[src/rtl/mem_stage_pkg.sv]
// Shared definitions for the MEM pipeline stage: controller state encoding and
// the access timeout limit.
package mem_stage_pkg;

  typedef enum logic {
    IDLE   = 1'b0,
    ACCESS = 1'b1
  } mem_state_e;

  localparam logic [3:0] TIMEOUT_LIMIT = 4'd15;

endpackage

[src/rtl/mem_stage_ctrl.sv]
// Data-memory access controller for the MEM stage: IDLE/ACCESS FSM, request drive,
// stall generation and optional access timeout (enabled by MEM_TIMEOUT_EN).
module mem_ctrl
  import mem_stage_pkg::*;
(
  input  logic        clk,
  input  logic        reset,
  input  logic        memop,
  input  logic        mem_write,
  input  logic [31:0] addr,
  input  logic [31:0] wdata,
  input  logic        mem_ack,
  output logic        mem_req,
  output logic        mem_we,
  output logic [31:0] mem_addr,
  output logic [31:0] mem_wdata,
  output logic        stall,
  output logic        timeout,
  output logic        mem_err,
  output mem_state_e  state
);

  // Handshake: mem_req stays high with addr/we/wdata stable until a cycle in
  // which mem_ack is high; that cycle completes the access. mem_ack is ignored in IDLE.
  mem_state_e state_q, state_d;
  logic       done;

`ifdef MEM_TIMEOUT_EN
  logic [3:0] cnt_q, cnt_d;
  logic       mem_err_q, mem_err_d;

  // A stuck access is forced to complete once the counter sits at the limit.
  always_comb begin
    timeout   = (state_q == ACCESS) && !mem_ack && (cnt_q == TIMEOUT_LIMIT);
    cnt_d     = '0;
    if ((state_q == ACCESS) && !mem_ack && !timeout) cnt_d = cnt_q + 4'd1;
    mem_err_d = mem_err_q | timeout;
  end

  always_ff @(posedge clk) begin
    if (reset) begin
      cnt_q     <= '0;
      mem_err_q <= 1'b0;
    end else begin
      cnt_q     <= cnt_d;
      mem_err_q <= mem_err_d;
    end
  end

  assign mem_err = mem_err_q;
`else
  assign timeout = 1'b0;
  assign mem_err = 1'b0;
`endif

  always_comb begin
    done      = (state_q == ACCESS) && (mem_ack || timeout);
    state_d   = state_q;
    case (state_q)
      IDLE:    if (memop) state_d = ACCESS;
      ACCESS:  if (done)  state_d = IDLE;
      default: state_d = IDLE;
    endcase
    mem_req   = (state_q == ACCESS);
    mem_we    = mem_req & mem_write;
    mem_addr  = mem_req ? addr  : '0;
    mem_wdata = mem_req ? wdata : '0;
    stall     = memop & ~done;
  end

  always_ff @(posedge clk) begin
    if (reset) state_q <= IDLE;
    else       state_q <= state_d;
  end

  assign state = state_q;

endmodule

[src/rtl/mem_stage.sv]
// MEM pipeline stage: EX/MEM and MEM/WB registers around the mem_ctrl access
// controller. Optional access timeout is built when MEM_TIMEOUT_EN is defined.
module mem_stage
  import mem_stage_pkg::*;
(
  input  logic        clk,
  input  logic        reset,
  input  logic        RegWrite_ex,
  input  logic        MemRead_ex,
  input  logic        MemWrite_ex,
  input  logic        MemToReg_ex,
  input  logic [4:0]  RegWriteAddr_ex,
  input  logic [31:0] ALUResult_ex,
  input  logic [31:0] MemWriteData_ex,
  output logic [31:0] ALUResult_mem,
  output logic [4:0]  RegWriteAddr_mem,
  output logic        RegWrite_mem,
  output logic [31:0] RegWriteData_wb,
  output logic [4:0]  RegWriteAddr_wb,
  output logic        RegWrite_wb,
  output logic        Stall_mem,
  output logic        mem_req,
  output logic        mem_we,
  output logic [31:0] mem_addr,
  output logic [31:0] mem_wdata,
  input  logic        mem_ack,
  input  logic [31:0] mem_rdata,
  output logic        MemErr,
  output mem_state_e  state_dbg
);

  logic        reg_write_mem_q, reg_write_mem_d;
  logic        mem_read_mem_q, mem_read_mem_d;
  logic        mem_write_mem_q, mem_write_mem_d;
  logic        mem_to_reg_mem_q, mem_to_reg_mem_d;
  logic [4:0]  rd_mem_q, rd_mem_d;
  logic [31:0] alu_mem_q, alu_mem_d;
  logic [31:0] wdata_mem_q, wdata_mem_d;
  logic        reg_write_wb_q, reg_write_wb_d;
  logic [4:0]  rd_wb_q, rd_wb_d;
  logic [31:0] data_wb_q, data_wb_d;
  logic        stall;
  logic        timeout;
  logic [31:0] rdata_eff;

  mem_ctrl u_ctrl (
    .clk       (clk),
    .reset     (reset),
    .memop     (mem_read_mem_q | mem_write_mem_q),
    .mem_write (mem_write_mem_q),
    .addr      (alu_mem_q),
    .wdata     (wdata_mem_q),
    .mem_ack   (mem_ack),
    .mem_req   (mem_req),
    .mem_we    (mem_we),
    .mem_addr  (mem_addr),
    .mem_wdata (mem_wdata),
    .stall     (stall),
    .timeout   (timeout),
    .mem_err   (MemErr),
    .state     (state_dbg)
  );

  // A timed-out load returns zero rather than whatever is on the bus.
  assign rdata_eff = timeout ? 32'd0 : mem_rdata;

  always_comb begin
    reg_write_mem_d  = reg_write_mem_q;
    mem_read_mem_d   = mem_read_mem_q;
    mem_write_mem_d  = mem_write_mem_q;
    mem_to_reg_mem_d = mem_to_reg_mem_q;
    rd_mem_d         = rd_mem_q;
    alu_mem_d        = alu_mem_q;
    wdata_mem_d      = wdata_mem_q;
    reg_write_wb_d   = 1'b0;
    rd_wb_d          = rd_wb_q;
    data_wb_d        = data_wb_q;
    if (!stall) begin
      reg_write_mem_d  = RegWrite_ex;
      mem_read_mem_d   = MemRead_ex;
      mem_write_mem_d  = MemWrite_ex;
      mem_to_reg_mem_d = MemToReg_ex;
      rd_mem_d         = RegWriteAddr_ex;
      alu_mem_d        = ALUResult_ex;
      wdata_mem_d      = MemWriteData_ex;
      reg_write_wb_d   = reg_write_mem_q;
      rd_wb_d          = rd_mem_q;
      data_wb_d        = mem_to_reg_mem_q ? rdata_eff : alu_mem_q;
    end
  end

  always_ff @(posedge clk) begin
    if (reset) begin
      reg_write_mem_q  <= 1'b0;
      mem_read_mem_q   <= 1'b0;
      mem_write_mem_q  <= 1'b0;
      mem_to_reg_mem_q <= 1'b0;
      rd_mem_q         <= '0;
      alu_mem_q        <= '0;
      wdata_mem_q      <= '0;
      reg_write_wb_q   <= 1'b0;
      rd_wb_q          <= '0;
      data_wb_q        <= '0;
    end else begin
      reg_write_mem_q  <= reg_write_mem_d;
      mem_read_mem_q   <= mem_read_mem_d;
      mem_write_mem_q  <= mem_write_mem_d;
      mem_to_reg_mem_q <= mem_to_reg_mem_d;
      rd_mem_q         <= rd_mem_d;
      alu_mem_q        <= alu_mem_d;
      wdata_mem_q      <= wdata_mem_d;
      reg_write_wb_q   <= reg_write_wb_d;
      rd_wb_q          <= rd_wb_d;
      data_wb_q        <= data_wb_d;
    end
  end

  assign ALUResult_mem    = alu_mem_q;
  assign RegWriteAddr_mem = rd_mem_q;
  assign RegWrite_mem     = reg_write_mem_q;
  assign RegWriteData_wb  = data_wb_q;
  assign RegWriteAddr_wb  = rd_wb_q;
  assign RegWrite_wb      = reg_write_wb_q;
  assign Stall_mem        = stall;

endmodule

[config.mk]
export PLATFORM = sky130hd
export DESIGN_NAME = mem_stage
export DESIGN_NICKNAME = d
export VERILOG_FILES = /design/src/rtl/mem_stage_pkg.sv /design/src/rtl/mem_stage_ctrl.sv /design/src/rtl/mem_stage.sv
export SDC_FILE = /design/constraint.sdc
export NUM_CORES = 1
export LEC_CHECK = 0
export CORE_MARGIN = 1
export CORE_UTILIZATION = 39
export DETAILED_ROUTE_END_ITERATION = 6
export PLACE_DENSITY = 0.92
export SYNTH_ARGS = -nofsm -noshare
export SYNTH_HDL_FRONTEND = slang
export SYNTH_SLANG_ARGS = --single-unit
[constraint.sdc]
create_clock -name clk -period 1.5 [get_ports clk]
set_clock_uncertainty 0.15 [all_clocks]
set_input_delay 0.225 -clock clk [delete_from_list [all_inputs] [get_ports clk]]
set_output_delay 0.225 -clock clk [all_outputs]
set_load 0.005 [all_outputs]
After elaboration in Yosys (flattened, before gate mapping)
Index checks and enable logic that the tools add are counted.

word-level totals
  memories = 0
  latch bits = 0
  ROM bits = 0
  bits in registers = 112
  input port bits = 108
  word-level logic and storage cells = 24
  memory bits (writable) = 0

cells by class
  bitwise logic cells = 5
  multiplexer cells = 6
  shift operators = 0
  equality and inequality tests = 0
  $mul = 0
  reduce and logical (&&, ||, !) cells = 2
  div/mod/pow operators = 0
  magnitude comparators = 0
  $add $sub $neg = 0

operator list
  kind                                count
  2-to-1 mux 32 bit                   3
  bitwise AND 1 bit                   2
  2-to-1 mux 1 bit                    2
  inverter 1 bit                      2
  one-hot mux 1 bit (2 select lines)  1
  OR reduction 2 bit                  1
  logical AND 1 bit                   1
  OR 1 bit                            1

Logic depth before layout (Yosys ltp)
  depth in word-level cells = 4
  depth in mapped cells = 7
  depth with buffers taken out = 4

Modules after synthesis
A second synthesis with hierarchy kept.

unflattened totals
  cell total of the unflattened synthesis = 516
  area total of the unflattened synthesis = 5188.7 um^2

modules (own cells, without submodules)
  module     cells an instance  area each (um^2)  instances
  mem_stage  435                4657.0            1
  mem_ctrl   81                 531.8             1

Least setup slack after synthesis
No wires, ideal clock.

  kind = reg2out
  start = reg u_ctrl.state_q (netlist: u_ctrl.mem_req)
  end = out mem_addr[0]
  data required time = 1125 ps
  path slack = 25 ps
  path buffers = 3
  cell stages (with the launch flop) = 5
  arrival = 1100 ps
  cell sequence = dfxtp_1 > buf_2 > clkbuf_1 > clkbuf_1 > and2_1

on the way
  word-level cells in the longest chain between the ends = 1

ends and longest elaborated chain
  element                   line                  text
  start: declaration        mem_stage_ctrl.sv:25  mem_state_e state_q, state_d;
  start signal: assignment  mem_stage_ctrl.sv:73  else state_q <= state_d;
  2-to-1 mux 32 bit         mem_stage_ctrl.sv:66  mem_addr = mem_req ? addr : '0;
  end: declaration          mem_stage.sv:24       output logic [31:0] mem_addr,

Every way passes these cells.

Worst setup path in the final report
  start = reg u_ctrl.state_q (netlist: u_ctrl.mem_req)
  end = reg alu_mem_q[3] (netlist: ALUResult_mem[3])

on the way
  word-level cells in the longest chain between the ends = 3

ends and longest elaborated chain
  element                 line                  text
  logical AND 1 bit       mem_stage_ctrl.sv:57  done = (state_q == ACCESS) && (mem_ack || timeout);
  inverter 1 bit          mem_stage_ctrl.sv:68  stall = memop & ~done;
  bitwise AND 1 bit       mem_stage_ctrl.sv:68
  end signal: assignment  mem_stage.sv:110      alu_mem_q <= alu_mem_d;
  end: declaration        mem_stage.sv:37       logic [31:0] alu_mem_q, alu_mem_d;

Every way passes these cells.
A chain may end at the register's enable or synchronous reset.

==> results.sh <==
export IMPL_outcome="finished, violations left"
export IMPL_violations="setup timing"
export IMPL_final_area_sq_um=10600
export IMPL_synth_yosys_seq_area_share=0.486
export IMPL_setup_viol=181
export IMPL_whs_ns=0.189
export IMPL_antenna_found_initial=1
export IMPL_root_buffer="clkbuf_16"
export IMPL_cp_max_fo=7
export IMPL_synthArstFlopShare=0
export IMPL_clockBufferDepth=2
export IMPL_slew_headroom=0.628
export IMPL_min_period_ns=1.87
export IMPL_yosys_area_top_type="dfxtp_1"
export IMPL_yosysMostFrequentCell="nand2_1"
export IMPL_fmax_mhz=536
export IMPL_drv_cap=0
export IMPL_cp_arrival_ns=1.98
export IMPL_synth_seq_cells=112
export IMPL_critPathLaunchType="register"
export IMPL_synth_fp_nets=670
export IMPL_p_leak_nw=4.92
export IMPL_first_global_vias=5902
export IMPL_die_w_um=111
export IMPL_slew_violations=0
export IMPL_numCtsBuffers=9
export IMPL_post_drt_wl_per_cell_um=28.6
export IMPL_tritoncts="done"
export IMPL_p_per_area_nw_per_um2=990
export IMPL_ys_warnings_count=0
export IMPL_grt_max_degree=44
export IMPL_firstDrtPassIters=5
export IMPL_yosys_top_cells_count="nand2_1 (154), dfxtp_1 (112), a21oi_1 (78)"
export IMPL_placed_area_sq_um=7340
export IMPL_ioPinCount=253
export IMPL_ys_types=17
export IMPL_critPathBufInv=6
export IMPL_num_vias=6349
export IMPL_syn_avg_cell_area_sq_um=8.21
export IMPL_endpoint_kind="register"
export IMPL_grt_busiest_layer="met2"
export IMPL_min_from="reset"
export IMPL_grt_usage=0.366
export IMPL_syn_inst=562
export IMPL_nets=996
export IMPL_row_count=39
export IMPL_grt_overflow_total=0
export IMPL_drive_above_1_share=0.594
export IMPL_hp_class="input port to register"
export IMPL_fin_ws_ns=-0.367
export IMPL_required_ns=1.62
export IMPL_drc=0
export IMPL_yosys_top_cells_area="dfxtp_1 (49%), nand2_1 (13%), and2_1 (8.8%)"
export IMPL_cts_sinks=112
export IMPL_worstReg2RegStart="u_ctrl.mem_req"
export IMPL_met1_usage=0.393
export IMPL_drt_total_wl_mm=29.6
export IMPL_vias_per_cell=6.14
export IMPL_die_h_um=111
export IMPL_vdd_drop_max_uv=780
export IMPL_core_area_sq_um=11500
export IMPL_drtIter0Drc=602
export IMPL_path_class="register to register"
export IMPL_crit_chain="buf_12, buf_12, o2bb2ai_4, inv_2, buf_12, buf_12, clkbuf_16, nand2_1, a21oi_1"
export IMPL_worstMarginPinSlew_ns=0.543
export IMPL_place_congestion=0.787
export IMPL_finalHoldViolations=0
export IMPL_ant_nets=0
export IMPL_port_buffer_count=251
export IMPL_areaGrowthSynthToFinish_pct=129
export IMPL_netlist_area_leader_share=0.486
export IMPL_n_fill_cell=348
export IMPL_htreeDepth=3
export IMPL_slowest_delay_ns=0.37
export IMPL_path_delay_family="buffers and inverters"
export IMPL_start_util=0.403
export IMPL_cp_common_cell="buf_12"
export IMPL_cp_slowest_cell="dfxtp_4"
export IMPL_clk_pin_slew_worst_paths_ns=0.08
export IMPL_cp_startpoint="u_ctrl.mem_req"
export IMPL_netlist_area_sq_um=4620
export IMPL_place_hpwl_mm=10.2
export IMPL_use_met3=0.0842
export IMPL_met2_usage=0.626
export IMPL_fp_dieArea_sq_um=12300
export IMPL_grt_pass1_wl_mm=34.4
export IMPL_synth_edf_count=0
export IMPL_rsz0062_at_grt="true"
export IMPL_clock_latency_ns=0.36
export IMPL_fin_crit_sh=1.24
export IMPL_synth_main_ff_cell="dfxtp_1"
==> per-layer routing <==
metal | up-vias | share of wire
met2 | 591 | 0.48
met5 | - | 0
met1 | 3035 | 0.34
met3 | 214 | 0.10
li1 | 2509 | -
met4 | 0 | 0.086
==> area by class of cell <==
type,instances,area [sq um],share of cell area
Inverter,1,3.75,0.000354
Sequential cell,112,2310,0.218
Clock buffer,12,236,0.0223
Clock inverter,1,7.51,0.000709
Timing Repair Buffer,364,4300,0.406
Multi-Input combinational cell,400,3550,0.335
Tap cell,143,179,0.0169
Antenna cell,1,2.50,0.000236
==> metrics by stage <==
step	util	TNS, ns	cells	setup WS, ns	power, mW
finish	0.924	-46.51	1034	-0.367	10.5
global route	0.924	-49.86	1034	-0.388	10.7
CTS	0.825	-46.64	1021	-0.335	9.19
detailed placement	0.640	-33.09	931	-0.361	5.63
global placement	0.640	-27.55	931	-0.297	5.56
floorplan	-	0	562	0.0251	4.43
==> logic make-up after synthesis <==
kind of cell,Yosys count,synth area share
AO/OA/AOI/OAI,114,0.146
other,1,0.000812
flip-flops,112,0.486
multiplexers,32,0.0694
buffers and inverters,50,0.0561
AND/OR/NAND/NOR,253,0.242
==> flip-flops by register name, summed over array words and instances, names as in the netlist <==
register / count
u_ctrl.mem_req: 1
RegWrite_wb: 1
mem_to_reg_mem_q: 1
RegWriteAddr_wb: 5
ALUResult_mem: 32
RegWriteData_wb: 32
mem_read_mem_q: 1
RegWriteAddr_mem: 5
wdata_mem_q: 32
RegWrite_mem: 1
mem_write_mem_q: 1
==> path summary, 6_finish.rpt <==
check                                          to  slack (ns)  cells after the start
worst max register to register   ALUResult_mem[3]       -0.37                      9
worst min-delay path            ALUResult_mem[16]        0.19                      2
worst max-delay path             ALUResult_mem[3]       -0.37                      9
worst min register to register    wdata_mem_q[24]        0.31                      2
==> cell usage in the layout (no fill, tap or decap), types with 18 or more instances in the layout <==
| master | instances |
|---|---|
| clkdlybuf4s50_1 | 106 |
| dlygate4sd2_1 | 74 |
| nand2_4 | 71 |
| buf_6 | 70 |
| a21oi_2 | 65 |
| dfxtp_1 | 63 |
| nand2_1 | 63 |
| and2_4 | 60 |
| dfxtp_2 | 45 |
| buf_4 | 38 |
| mux2i_1 | 32 |
| a211oi_2 | 28 |
| buf_12 | 28 |
| nor2_4 | 24 |
| nand2_2 | 20 |
| buf_16 | 20 |
| clkbuf_16 | 18 |
==> power breakdown <==
| part | leakage [nW] | switching, mW | internal [mW] |
|---|---|---|---|
| clock | 0.115 | 1.16 | 1.11 |
| sequential | 0.943 | 0.366 | 3.31 |
| combinational | 3.86 | 2.13 | 2.40 |
| total | 4.92 | 3.66 | 6.83 |
==> what timing repair did <==
item | CTS | global route
cloned | 27 | 11
gates resized for setup | 639 | 281
hold buffers | 0 | 0
pin swaps | 89 | 146
endpoints found under the setup margin | 247 | 182
buffers inserted | 51 | 14
Note: power is estimated with default switching activity, not from simulation.
